[config.mk]
export PLATFORM = sky130hd
export DESIGN_NAME = lrrr_sequencer_flat
export DESIGN_NICKNAME = d
export VERILOG_FILES = /design/src/rtl/lrrr_sequencer_if.sv /design/src/rtl/lrrr_sequencer.sv /design/src/flat_wrapper.sv
export SDC_FILE = /design/constraint.sdc
export NUM_CORES = 1
export LEC_CHECK = 0
export ABC_AREA = 1
export BUFFER_PORTS_ARGS = -buffer_cell sky130_fd_sc_hd__buf_2
export CAP_MARGIN = 20
export CORE_UTILIZATION = 50
export CTS_BUF_LIST = sky130_fd_sc_hd__clkbuf_8 sky130_fd_sc_hd__clkbuf_16
export DETAILED_ROUTE_END_ITERATION = 10
export GPL_TIMING_DRIVEN = 1
export PLACE_DENSITY_LB_ADDON = 0.1
export SYNTH_ARGS = -nofsm -noshare
export SYNTH_HDL_FRONTEND = slang
export SYNTH_SLANG_ARGS = --single-unit
[constraint.sdc]
create_clock -name clk -period 2.55 [get_ports clk]
set_clock_uncertainty 0.1 [all_clocks]
set_input_delay 0.3825 -clock clk [delete_from_list [all_inputs] [get_ports clk]]
set_output_delay 0.3825 -clock clk [all_outputs]
set_load 0.01 [all_outputs]
[src/rtl/lrrr_sequencer_if.sv]
// rtl/lrrr_sequencer_if.sv - handshake bundle between game control, Lrrr sequencer and mover
// Purpose: groups the frame/game/hit inputs and the mover/draw/score outputs.
// Ports (signals):
//   startOfFrame, gameActive, lrrrHit          game control -> sequencer
//   idleN, toggleY                             sequencer -> mover
//   lrrrVisible, explodeOn                     sequencer -> drawing
//   lrrrShoot, hitBonus                        sequencer -> shooting / score
//   state[1:0]                                 sequencer state (0 IDLE, 1 WAIT, 2 FLY, 3 EXPLODE)
// Modports: master = game environment, slave = sequencer.
interface lrrr_sequencer_if;
   logic       startOfFrame;
   logic       gameActive;
   logic       lrrrHit;
   logic       idleN;
   logic       toggleY;
   logic       lrrrVisible;
   logic       explodeOn;
   logic       lrrrShoot;
   logic       hitBonus;
   logic [1:0] state;

   modport master (
      output startOfFrame, gameActive, lrrrHit,
      input  idleN, toggleY, lrrrVisible, explodeOn, lrrrShoot, hitBonus, state
   );

   modport slave (
      input  startOfFrame, gameActive, lrrrHit,
      output idleN, toggleY, lrrrVisible, explodeOn, lrrrShoot, hitBonus, state
   );
endinterface

[src/rtl/lrrr_sequencer.sv]
// rtl/lrrr_sequencer.sv - Lrrr boss-ship life-cycle sequencer (spawn, fly, explode, respawn)
// Purpose: counts frames in each state and drives the mover's idleN/toggleY,
//   the draw enables, and the shot and bonus strobes. All outputs registered.
// Ports:
//   clk     in  system clock
//   resetN  in  asynchronous reset, active low
//   bus     lrrr_sequencer_if.slave (startOfFrame, gameActive, lrrrHit in;
//           idleN, toggleY, lrrrVisible, explodeOn, lrrrShoot, hitBonus, state out)
module lrrr_sequencer #(
   parameter int SPAWN_DELAY    = 90,
   parameter int FLY_FRAMES     = 300,
   parameter int TOGGLE_PERIOD  = 45,
   parameter int SHOT_PERIOD    = 60,
   parameter int EXPLODE_FRAMES = 20
) (
   input logic              clk,
   input logic              resetN,
   lrrr_sequencer_if.slave  bus
);

   typedef enum logic [1:0] {
      S_IDLE    = 2'd0,
      S_WAIT    = 2'd1,
      S_FLY     = 2'd2,
      S_EXPLODE = 2'd3
   } state_t;

   localparam logic [9:0] SPAWN_LIM   = 10'(SPAWN_DELAY);
   localparam logic [9:0] FLY_LIM     = 10'(FLY_FRAMES);
   localparam logic [9:0] TOGGLE_LIM  = 10'(TOGGLE_PERIOD);
   localparam logic [9:0] SHOT_LIM    = 10'(SHOT_PERIOD);
   localparam logic [9:0] EXPLODE_LIM = 10'(EXPLODE_FRAMES);

   state_t     cur_state, nxt_state;
   logic [9:0] frame_cnt, frame_nxt;
   logic [9:0] toggle_cnt, toggle_nxt;
   logic [9:0] shot_cnt, shot_nxt;
   logic [9:0] frame_inc, toggle_inc, shot_inc;
   logic       toggle_pulse, shot_pulse, bonus_pulse;

   assign frame_inc  = frame_cnt + 10'd1;
   assign toggle_inc = toggle_cnt + 10'd1;
   assign shot_inc   = shot_cnt + 10'd1;

   always_comb begin
      nxt_state    = cur_state;
      frame_nxt    = frame_cnt;
      toggle_nxt   = toggle_cnt;
      shot_nxt     = shot_cnt;
      toggle_pulse = 1'b0;
      shot_pulse   = 1'b0;
      bonus_pulse  = 1'b0;

      if (!bus.gameActive) begin
         nxt_state  = S_IDLE;
         frame_nxt  = 10'd0;
         toggle_nxt = 10'd0;
         shot_nxt   = 10'd0;
      end else begin
         case (cur_state)
            S_IDLE: begin
               nxt_state = S_WAIT;
               frame_nxt = 10'd0;
            end
            S_WAIT: begin
               if (bus.startOfFrame) begin
                  if (frame_inc == SPAWN_LIM) begin
                     nxt_state  = S_FLY;
                     frame_nxt  = 10'd0;
                     toggle_nxt = 10'd0;
                     shot_nxt   = 10'd0;
                  end else begin
                     frame_nxt = frame_inc;
                  end
               end
            end
            S_FLY: begin
               // A hit wins over everything the same frame pulse would do.
               if (bus.lrrrHit) begin
                  nxt_state   = S_EXPLODE;
                  frame_nxt   = 10'd0;
                  bonus_pulse = 1'b1;
               end else if (bus.startOfFrame) begin
                  if (toggle_inc == TOGGLE_LIM) begin
                     toggle_pulse = 1'b1;
                     toggle_nxt   = 10'd0;
                  end else begin
                     toggle_nxt = toggle_inc;
                  end
                  if (shot_inc == SHOT_LIM) begin
                     shot_pulse = 1'b1;
                     shot_nxt   = 10'd0;
                  end else begin
                     shot_nxt = shot_inc;
                  end
                  if (frame_inc == FLY_LIM) begin
                     nxt_state = S_WAIT;
                     frame_nxt = 10'd0;
                  end else begin
                     frame_nxt = frame_inc;
                  end
               end
            end
            S_EXPLODE: begin
               if (bus.startOfFrame) begin
                  if (frame_inc == EXPLODE_LIM) begin
                     nxt_state = S_WAIT;
                     frame_nxt = 10'd0;
                  end else begin
                     frame_nxt = frame_inc;
                  end
               end
            end
            default: nxt_state = S_IDLE;
         endcase
      end
   end

   // Level outputs are decoded from the next state so they move on the same
   // clk as the state register.
   always_ff @(posedge clk or negedge resetN) begin
      if (!resetN) begin
         cur_state       <= S_IDLE;
         frame_cnt       <= 10'd0;
         toggle_cnt      <= 10'd0;
         shot_cnt        <= 10'd0;
         bus.idleN       <= 1'b0;
         bus.lrrrVisible <= 1'b0;
         bus.explodeOn   <= 1'b0;
         bus.toggleY     <= 1'b0;
         bus.lrrrShoot   <= 1'b0;
         bus.hitBonus    <= 1'b0;
      end else begin
         cur_state       <= nxt_state;
         frame_cnt       <= frame_nxt;
         toggle_cnt      <= toggle_nxt;
         shot_cnt        <= shot_nxt;
         bus.idleN       <= (nxt_state == S_FLY) || (nxt_state == S_EXPLODE);
         bus.lrrrVisible <= (nxt_state == S_FLY);
         bus.explodeOn   <= (nxt_state == S_EXPLODE);
         bus.toggleY     <= toggle_pulse;
         bus.lrrrShoot   <= shot_pulse;
         bus.hitBonus    <= bonus_pulse;
      end
   end

   assign bus.state = cur_state;

endmodule

[src/flat_wrapper.sv]
// flat-port wrapper written by rule: the top's interface ports become plain ports
module lrrr_sequencer_flat 
#(
   parameter int SPAWN_DELAY    = 90,
   parameter int FLY_FRAMES     = 300,
   parameter int TOGGLE_PERIOD  = 45,
   parameter int SHOT_PERIOD    = 60,
   parameter int EXPLODE_FRAMES = 20
)
  (clk, resetN, bus_startOfFrame, bus_gameActive, bus_lrrrHit, bus_idleN, bus_toggleY, bus_lrrrVisible, bus_explodeOn, bus_lrrrShoot, bus_hitBonus, bus_state);
  lrrr_sequencer_if bus_i ();
  input logic clk;
  input logic resetN;
  input wire logic [$bits(bus_i.startOfFrame)-1:0] bus_startOfFrame;
  input wire logic [$bits(bus_i.gameActive)-1:0] bus_gameActive;
  input wire logic [$bits(bus_i.lrrrHit)-1:0] bus_lrrrHit;
  output wire logic [$bits(bus_i.idleN)-1:0] bus_idleN;
  output wire logic [$bits(bus_i.toggleY)-1:0] bus_toggleY;
  output wire logic [$bits(bus_i.lrrrVisible)-1:0] bus_lrrrVisible;
  output wire logic [$bits(bus_i.explodeOn)-1:0] bus_explodeOn;
  output wire logic [$bits(bus_i.lrrrShoot)-1:0] bus_lrrrShoot;
  output wire logic [$bits(bus_i.hitBonus)-1:0] bus_hitBonus;
  output wire logic [$bits(bus_i.state)-1:0] bus_state;
  assign bus_i.startOfFrame = bus_startOfFrame;
  assign bus_i.gameActive = bus_gameActive;
  assign bus_i.lrrrHit = bus_lrrrHit;
  assign bus_idleN = bus_i.idleN;
  assign bus_toggleY = bus_i.toggleY;
  assign bus_lrrrVisible = bus_i.lrrrVisible;
  assign bus_explodeOn = bus_i.explodeOn;
  assign bus_lrrrShoot = bus_i.lrrrShoot;
  assign bus_hitBonus = bus_i.hitBonus;
  assign bus_state = bus_i.state;
  lrrr_sequencer #(.SPAWN_DELAY(SPAWN_DELAY), .FLY_FRAMES(FLY_FRAMES), .TOGGLE_PERIOD(TOGGLE_PERIOD), .SHOT_PERIOD(SHOT_PERIOD), .EXPLODE_FRAMES(EXPLODE_FRAMES)) u_core (.clk(clk), .resetN(resetN), .bus(bus_i));
endmodule
==> results of run 1 <==
[critical path, stage by stage, from the launching register on]
cell and delay, ns:
dfrtp_1 0.44, ha_1 0.26, nand2_1 0.17, inv_1 0.09
nand2_1 0.09, inv_1 0.04, nor2_1 0.15, nand3_2 0.10
nor2_2 0.12, nand3_2 0.09, nand3_4 0.13, nand2_8 0.20
nand2_1 0.14, o21ai_2 0.05
[metal layers]
metal,up-vias,global-route usage [%],part of all wire [%]
li1,1167,-,-
met1,992,25.4,47
met2,21,33.8,49
met3,7,4.25,2.5
met4,0,8.12,1.7
met5,-,0,0
[final timing paths]
kind                                startpoint              endpoint  slack [ns]
min in group clk                   bus_lrrrHit   u_core.bus.hitBonus        0.28
min reg2reg                 u_core.shot_cnt[9]    u_core.shot_cnt[9]        0.41
max                        u_core.frame_cnt[0]  u_core.toggle_cnt[9]        0.25
max in group asynchronous               resetN      u_core.bus.idleN        1.72
min                                     resetN    u_core.shot_cnt[3]        0.09
max reg2reg                u_core.frame_cnt[0]  u_core.toggle_cnt[9]        0.25
[through the flow]
stage          hold slack (ns)  util [%]  cell area, sq um
3_5_place_dp             0.398      55.7              2700
2_1_floorplan          -0.0131         -              2580
3_3_place_gp             0.389      55.7              2700
4_1_cts                  0.119      57.3              2780
6_report                0.0910      57.4              2790
5_1_grt                  0.157      57.4              2790
[final cells by class]
class | instances | area [sq um]
Tap cell | 67 | 83.8
Multi-Input combinational cell | 269 | 1440
Fill cell | 456 | 2060
Sequential cell | 38 | 951
Clock buffer | 5 | 68.8
Inverter | 42 | 158
Timing Repair Buffer | 14 | 75.1
Clock inverter | 2 | 7.51
[registers in the layout, summed over array words and instances (netlist names)]
| name | count |
|---|---|
| u_core.bus.hitBonus | 1 |
| u_core.bus.idleN | 1 |
| u_core.bus.lrrrVisible | 1 |
| u_core.bus.toggleY | 1 |
| u_core.shot_cnt | 10 |
| u_core.bus.explodeOn | 1 |
| u_core.frame_cnt | 10 |
| u_core.toggle_cnt | 10 |
| u_core.bus.lrrrShoot | 1 |
| u_core.bus.state | 2 |
[power by group through the flow]
stage | Combinational, mW | Clock (mW) | Sequential [mW]
final | 0.0618 | 0.387 | 0.607
after global routing | 0.0695 | 0.427 | 0.607
after CTS | 0.0617 | 0.406 | 0.607
after detailed placement | 0.0615 | 0 | 0.618
after global placement | 0.0612 | 0 | 0.618
after floorplan | 0.0394 | 0 | 0.619
[repair_timing]
item | CTS | global route
setup buffers | 0 | 0
resized for setup | 0 | 1
setup endpoints to repair | 0 | 23
[kinds of logic (layout without fill, tap and decap cells)]
kind of cell / count (synthesis) / in the layout
AO/OA/AOI/OAI: 31 / 31
XOR/XNOR: 9 / 9
adder cells (fa/ha/maj): 5 / 5
buffers and inverters: 46 / 63
flip-flops: 38 / 38
AND/OR/NAND/NOR: 224 / 224
[cell usage after synthesis, drive strengths merged]
master | count | area share, %
or2 | 8 | 1.9
o21ai | 22 | 6.3
nor2 | 42 | 7.0
ha | 5 | 2.4
xor2 | 8 | 2.7
inv | 42 | 6.1
o22ai | 1 | 0.24
dfrtp | 38 | 37
xnor2 | 1 | 0.34
nand3b | 7 | 2.0
nor3 | 9 | 1.9
a21oi | 6 | 1.5
o21bai | 2 | 0.58
nand3 | 36 | 8.2
nand2 | 112 | 18
nand4 | 9 | 2.2
buf | 4 | 1.5
nor3b | 1 | 0.29
==> out/metrics.yaml, run 1 <==
outcome: "finished, final reports clean"
cts_tree: "done"
finalPower_mw: 1.06
hold_buffers: 0
final_cells: 437
area_growth_pct: 7.95
diodes: 0
die_x_microns: 73.8
startpoint_type: "flop"
clock_latency_ns: 0.29
die-height_microns: 73.8
place_ws_ns: 0.135
num_rows: 25
vias_per_cell: 5.00
drt.antenna.violating_nets: 0
cp-end-kind: "flop"
power_leakage_nw: 1.33
p_comb_share_pct: 5.9
reg2regPathDepth: 13
place.gp.congestion: 0.864
setup_viol: 0
final_common_cell: "nand2_1"
rsz0062_at_grt: "false"
grt-ovfl-total: 0
synth_xor_area_share_pct: 3.06
p_per_area_nw_per_um2: 379
antenna_found_initial: 0
hold_viol: 0
place.port_buffers: 12
crit_type: "flop to flop"
tightest_slew_ns: 0.851
dieArea_sq_um: 5450
drt_iter0_markers: 86
grt_pass1_vias: 1910
synth_fa_ha_area_share_pct: 2.42
core_sq_um: 4850
fin_crit_ns: 2.30
yosys.area_share.simple_pct: 41.5
vdd_ir_drop_max_uv: 224
dpl.hpwl_mm: 3.61
cap_violations: 0
ios: 13
maxSlewHeadroom_pct: 43.2
wirelength_mm: 4.93
syn_area_per_cell_sq_um: 7.31
cp_max_fo: 35
root_buffer: "clkbuf_8"
timing.final.crit_share_pct: 90.4
power.share.clock_pct: 36.7
clk_path_buf_depth: 2
drive_gt1_share_pct: 19.5
grt_max_degree: 39
routedWlPerCell_microns: 11.3
final_cell_mix: "nand2_1 (98), inv_1 (40), dfrtp_1 (38)"
track_usage_pct: 20.3
drtPass1Iterations: 4
cts_made_buffers: 5
hold_path.class: "primary input to asynchronous set/reset pin"
intPower_mw: 0.797
start_util_pct: 53.2
synth_compound_area_share_pct: 8.58
max_freq_mhz: 434
cp.required_ns: 2.63
swShare_pct: 24.5
syn_inst: 353
tns_ns: 0
vias: 2187
syn_area_sq_um: 2580
yosys-mux-area-fraction_pct: 0
power_switching_mw: 0.259
yosys_warnings: 0
grt_pass1_wl_mm: 8.45
p_seq_share_pct: 57.5
synth_top_family_by_area: "simple AND/OR/NAND/NOR gates"
ys_seq_elements: 38
cts_max_level: 2
synth_nets: 363
clkSlewWorstSetupHoldPaths_ns: 0.08
cts.sinks: 38
worst_slack_ns: 0.246
arrival_ns: 2.38
drcViolationCount: 0
fin_nets: 380
slew_viol_final: 0
dp.cells: 430
synth_seq_area_share_pct: 36.9
synth_cell_types: 30
(Power assumes the default switching activity.)
==> run 2, diff against run 1 <==
--- a/config.mk
+++ b/config.mk
@@ -5,7 +5,6 @@
 export SDC_FILE = /design/constraint.sdc
 export NUM_CORES = 1
 export LEC_CHECK = 0
-export ABC_AREA = 1
 export BUFFER_PORTS_ARGS = -buffer_cell sky130_fd_sc_hd__buf_2
 export CAP_MARGIN = 20
 export CORE_UTILIZATION = 50
==> run 2 against run 1 <==
Compared with the run above: critical path type unchanged; sequential share of layout area fell by 0.092 points; critical path depth down 6; first-iteration DRC count up 66%; worst setup slack worse by 0.19 ns; sequential power about the same; maximum frequency is 7.8% lower; sequential cell count stayed put.
==> out/metrics.yaml, run 2 <==
vias_per_cell: 6.01
ios: 13
synth_cell_types: 58
drtPass1Iterations: 4
cp_max_fo: 7
place.gp.congestion: 0.810
maxSlewHeadroom_pct: 43.5
worst_slack_ns: 0.0521
start_util_pct: 53.0
place.port_buffers: 12
cts_max_level: 2
hold_viol: 0
yosys_warnings: 0
synth.largest_area_cell: "dfrtp_1"
synth_top_flop_cell: "dfrtp_1"
rrSetupSlack_ns: 0.05
syn_area_sq_um: 2340
cap_violations: 0
startpoint_type: "flop"
hold_path.class: "primary input to asynchronous set/reset pin"
dp.cells: 350
top_regs: "u_core.frame_cnt x10, u_core.shot_cnt x10, u_core.toggle_cnt x10"
dieArea_sq_um: 4960
synth_edf_count: 0
routedWlPerCell_microns: 14.9
clk_path_buf_depth: 2
clock_latency_ns: 0.30
slew_viol_final: 0
antenna_found_initial: 0
drt_iter0_markers: 143
fin_nets: 316
fin_crit_ns: 2.50
cts_made_buffers: 5
crit_type: "flop to flop"
synth.area.top_cells: "dfrtp_1 (41%), o21ai_0 (5.3%), nand2_1 (4.3%), nor2_1 (4.0%), nand3_1 (3.4%)"
synth_most_common_cell: "dfrtp_1"
wirelength_mm: 5.34
reg2regPathDepth: 7
die-height_microns: 70.4
grt-ovfl-total: 0
diodes: 0
cts.sinks: 38
cp-end-kind: "flop"
grt_pass1_wl_mm: 8.94
hold_buffers: 0
cts_tree: "done"
clkSlewWorstSetupHoldPaths_ns: 0.08
arrival_ns: 2.58
grt_pass1_vias: 1944
core_sq_um: 4410
cts_post_setup_buffers_inserted: 0
root_buffer: "clkbuf_8"
regToRegStartpoint: "u_core.frame_cnt[0]"
track_usage_pct: 22.8
syn_area_per_cell_sq_um: 8.80
die_x_microns: 70.4
place_area_sq_um: 2640
holdWs_ns: 0.0692
outcome: "finished, final reports clean"
drt.antenna.violating_nets: 0
cp.required_ns: 2.64
vias: 2157
final_cells: 359
vdd_ir_drop_max_uv: 304
tightest_slew_ns: 0.847
ys_seq_elements: 38
dpl.hpwl_mm: 3.73
p_per_area_nw_per_um2: 429
synth_seq_area_share_pct: 40.6
final_common_cell: "dfrtp_1"
setup_viol: 0
stdcell_area_sq_um: 2790
max_freq_mhz: 400
drive_gt1_share_pct: 22.5
synth_nets: 276
timing.final.crit_share_pct: 98.0
syn_inst: 266
place_ws_ns: -0.0798
num_rows: 24
area_growth_pct: 19.4
final_cell_mix: "dfrtp_1 (38), buf_4 (31), nand2_1 (27)"
rsz0062_at_grt: "true"
ys_top_cells_by_count: "dfrtp_1 (38), nand2_1 (27), nor2_1 (25), o21ai_0 (25), nand3_1 (16)"
power_leakage_nw: 1.24
grt_max_degree: 39
tns_ns: 0
drcViolationCount: 0
timing.rr.end: "u_core.toggle_cnt[2]"
yosys.area.top_type_share_pct: 40.6
synth-async-reset-ratio_pct: 100
run 2: power by group:
group | total, mW | internal [mW] | switching, mW
combinational | 0.0666 | 0.0241 | 0.0425
sequential | 0.606 | 0.604 | 0.00187
clock | 0.527 | 0.291 | 0.236
total | 1.20 | 0.919 | 0.280
run 2: area by class of cell:
type                       instances  area [sq um]
multi-input combinational        208          1330
fill                             399          1620
inverter                          10          37.5
clock inverter                     3          45.0
clock buffer                       5          68.8
timing repair buffer              43           293
tap                               52          65.1
sequential                        38           951
run 2: what timing repair did:
action | in CTS | in global routing
setup endpoints to repair | 20 | 20
resized for setup | 4 | 14
gates cloned | 0 | 1
pin swaps | 1 | 1
run 2: worst max path at each step:
stage / from / endpoint / slack (ns) / cells past startpoint
3_5_place_dp: u_core.frame_cnt[0] / u_core.shot_cnt[2] / -0.08 / 8
6_report: u_core.frame_cnt[0] / u_core.toggle_cnt[2] / 0.05 / 7
3_3_place_gp: u_core.frame_cnt[0] / u_core.shot_cnt[2] / -0.06 / 8
4_1_cts: u_core.frame_cnt[0] / u_core.toggle_cnt[2] / 0.05 / 7
2_1_floorplan: u_core.frame_cnt[0] / u_core.shot_cnt[5] / 0.004 / 8
5_1_grt: u_core.frame_cnt[1] / u_core.toggle_cnt[2] / -0.02 / 7
run 2: cells by family after synthesis:
family          Yosys count  synth area share [%]
simple gates            120                  27.3
compound gates           76                  22.6
flops                    38                  40.6
buf+inv                  21                  4.28
fa+ha+maj                 5                  2.67
xor+xnor                  3                  1.12
mux                       3                  1.39
run 2: critical path: stages, from the launching register on:
cell and delay (ns):
dfrtp_1 0.42, ha_4 0.18, nand3b_1 0.15, o32a_1 0.31, a2111o_1 0.44, o31a_4 0.34
a22o_1 0.24, a31o_2 0.21
run 2: layer usage:
metal	share of wire [%]	up-vias	GRT usage, %
met4	1.3	0	7.56
met2	47	39	37.8
li1	-	1070	-
met3	3.6	6	4.04
met1	48	1042	30.0
met5	0	-	0
run 2: per-stage QoR:
stage / total power, mW / util [%]
after detailed placement: 0.682 / 59.8
after global placement: 0.682 / 59.8
after floorplan: 0.646 / -
after global routing: 1.24 / 63.3
final: 1.20 / 63.3
after CTS: 1.21 / 62.6
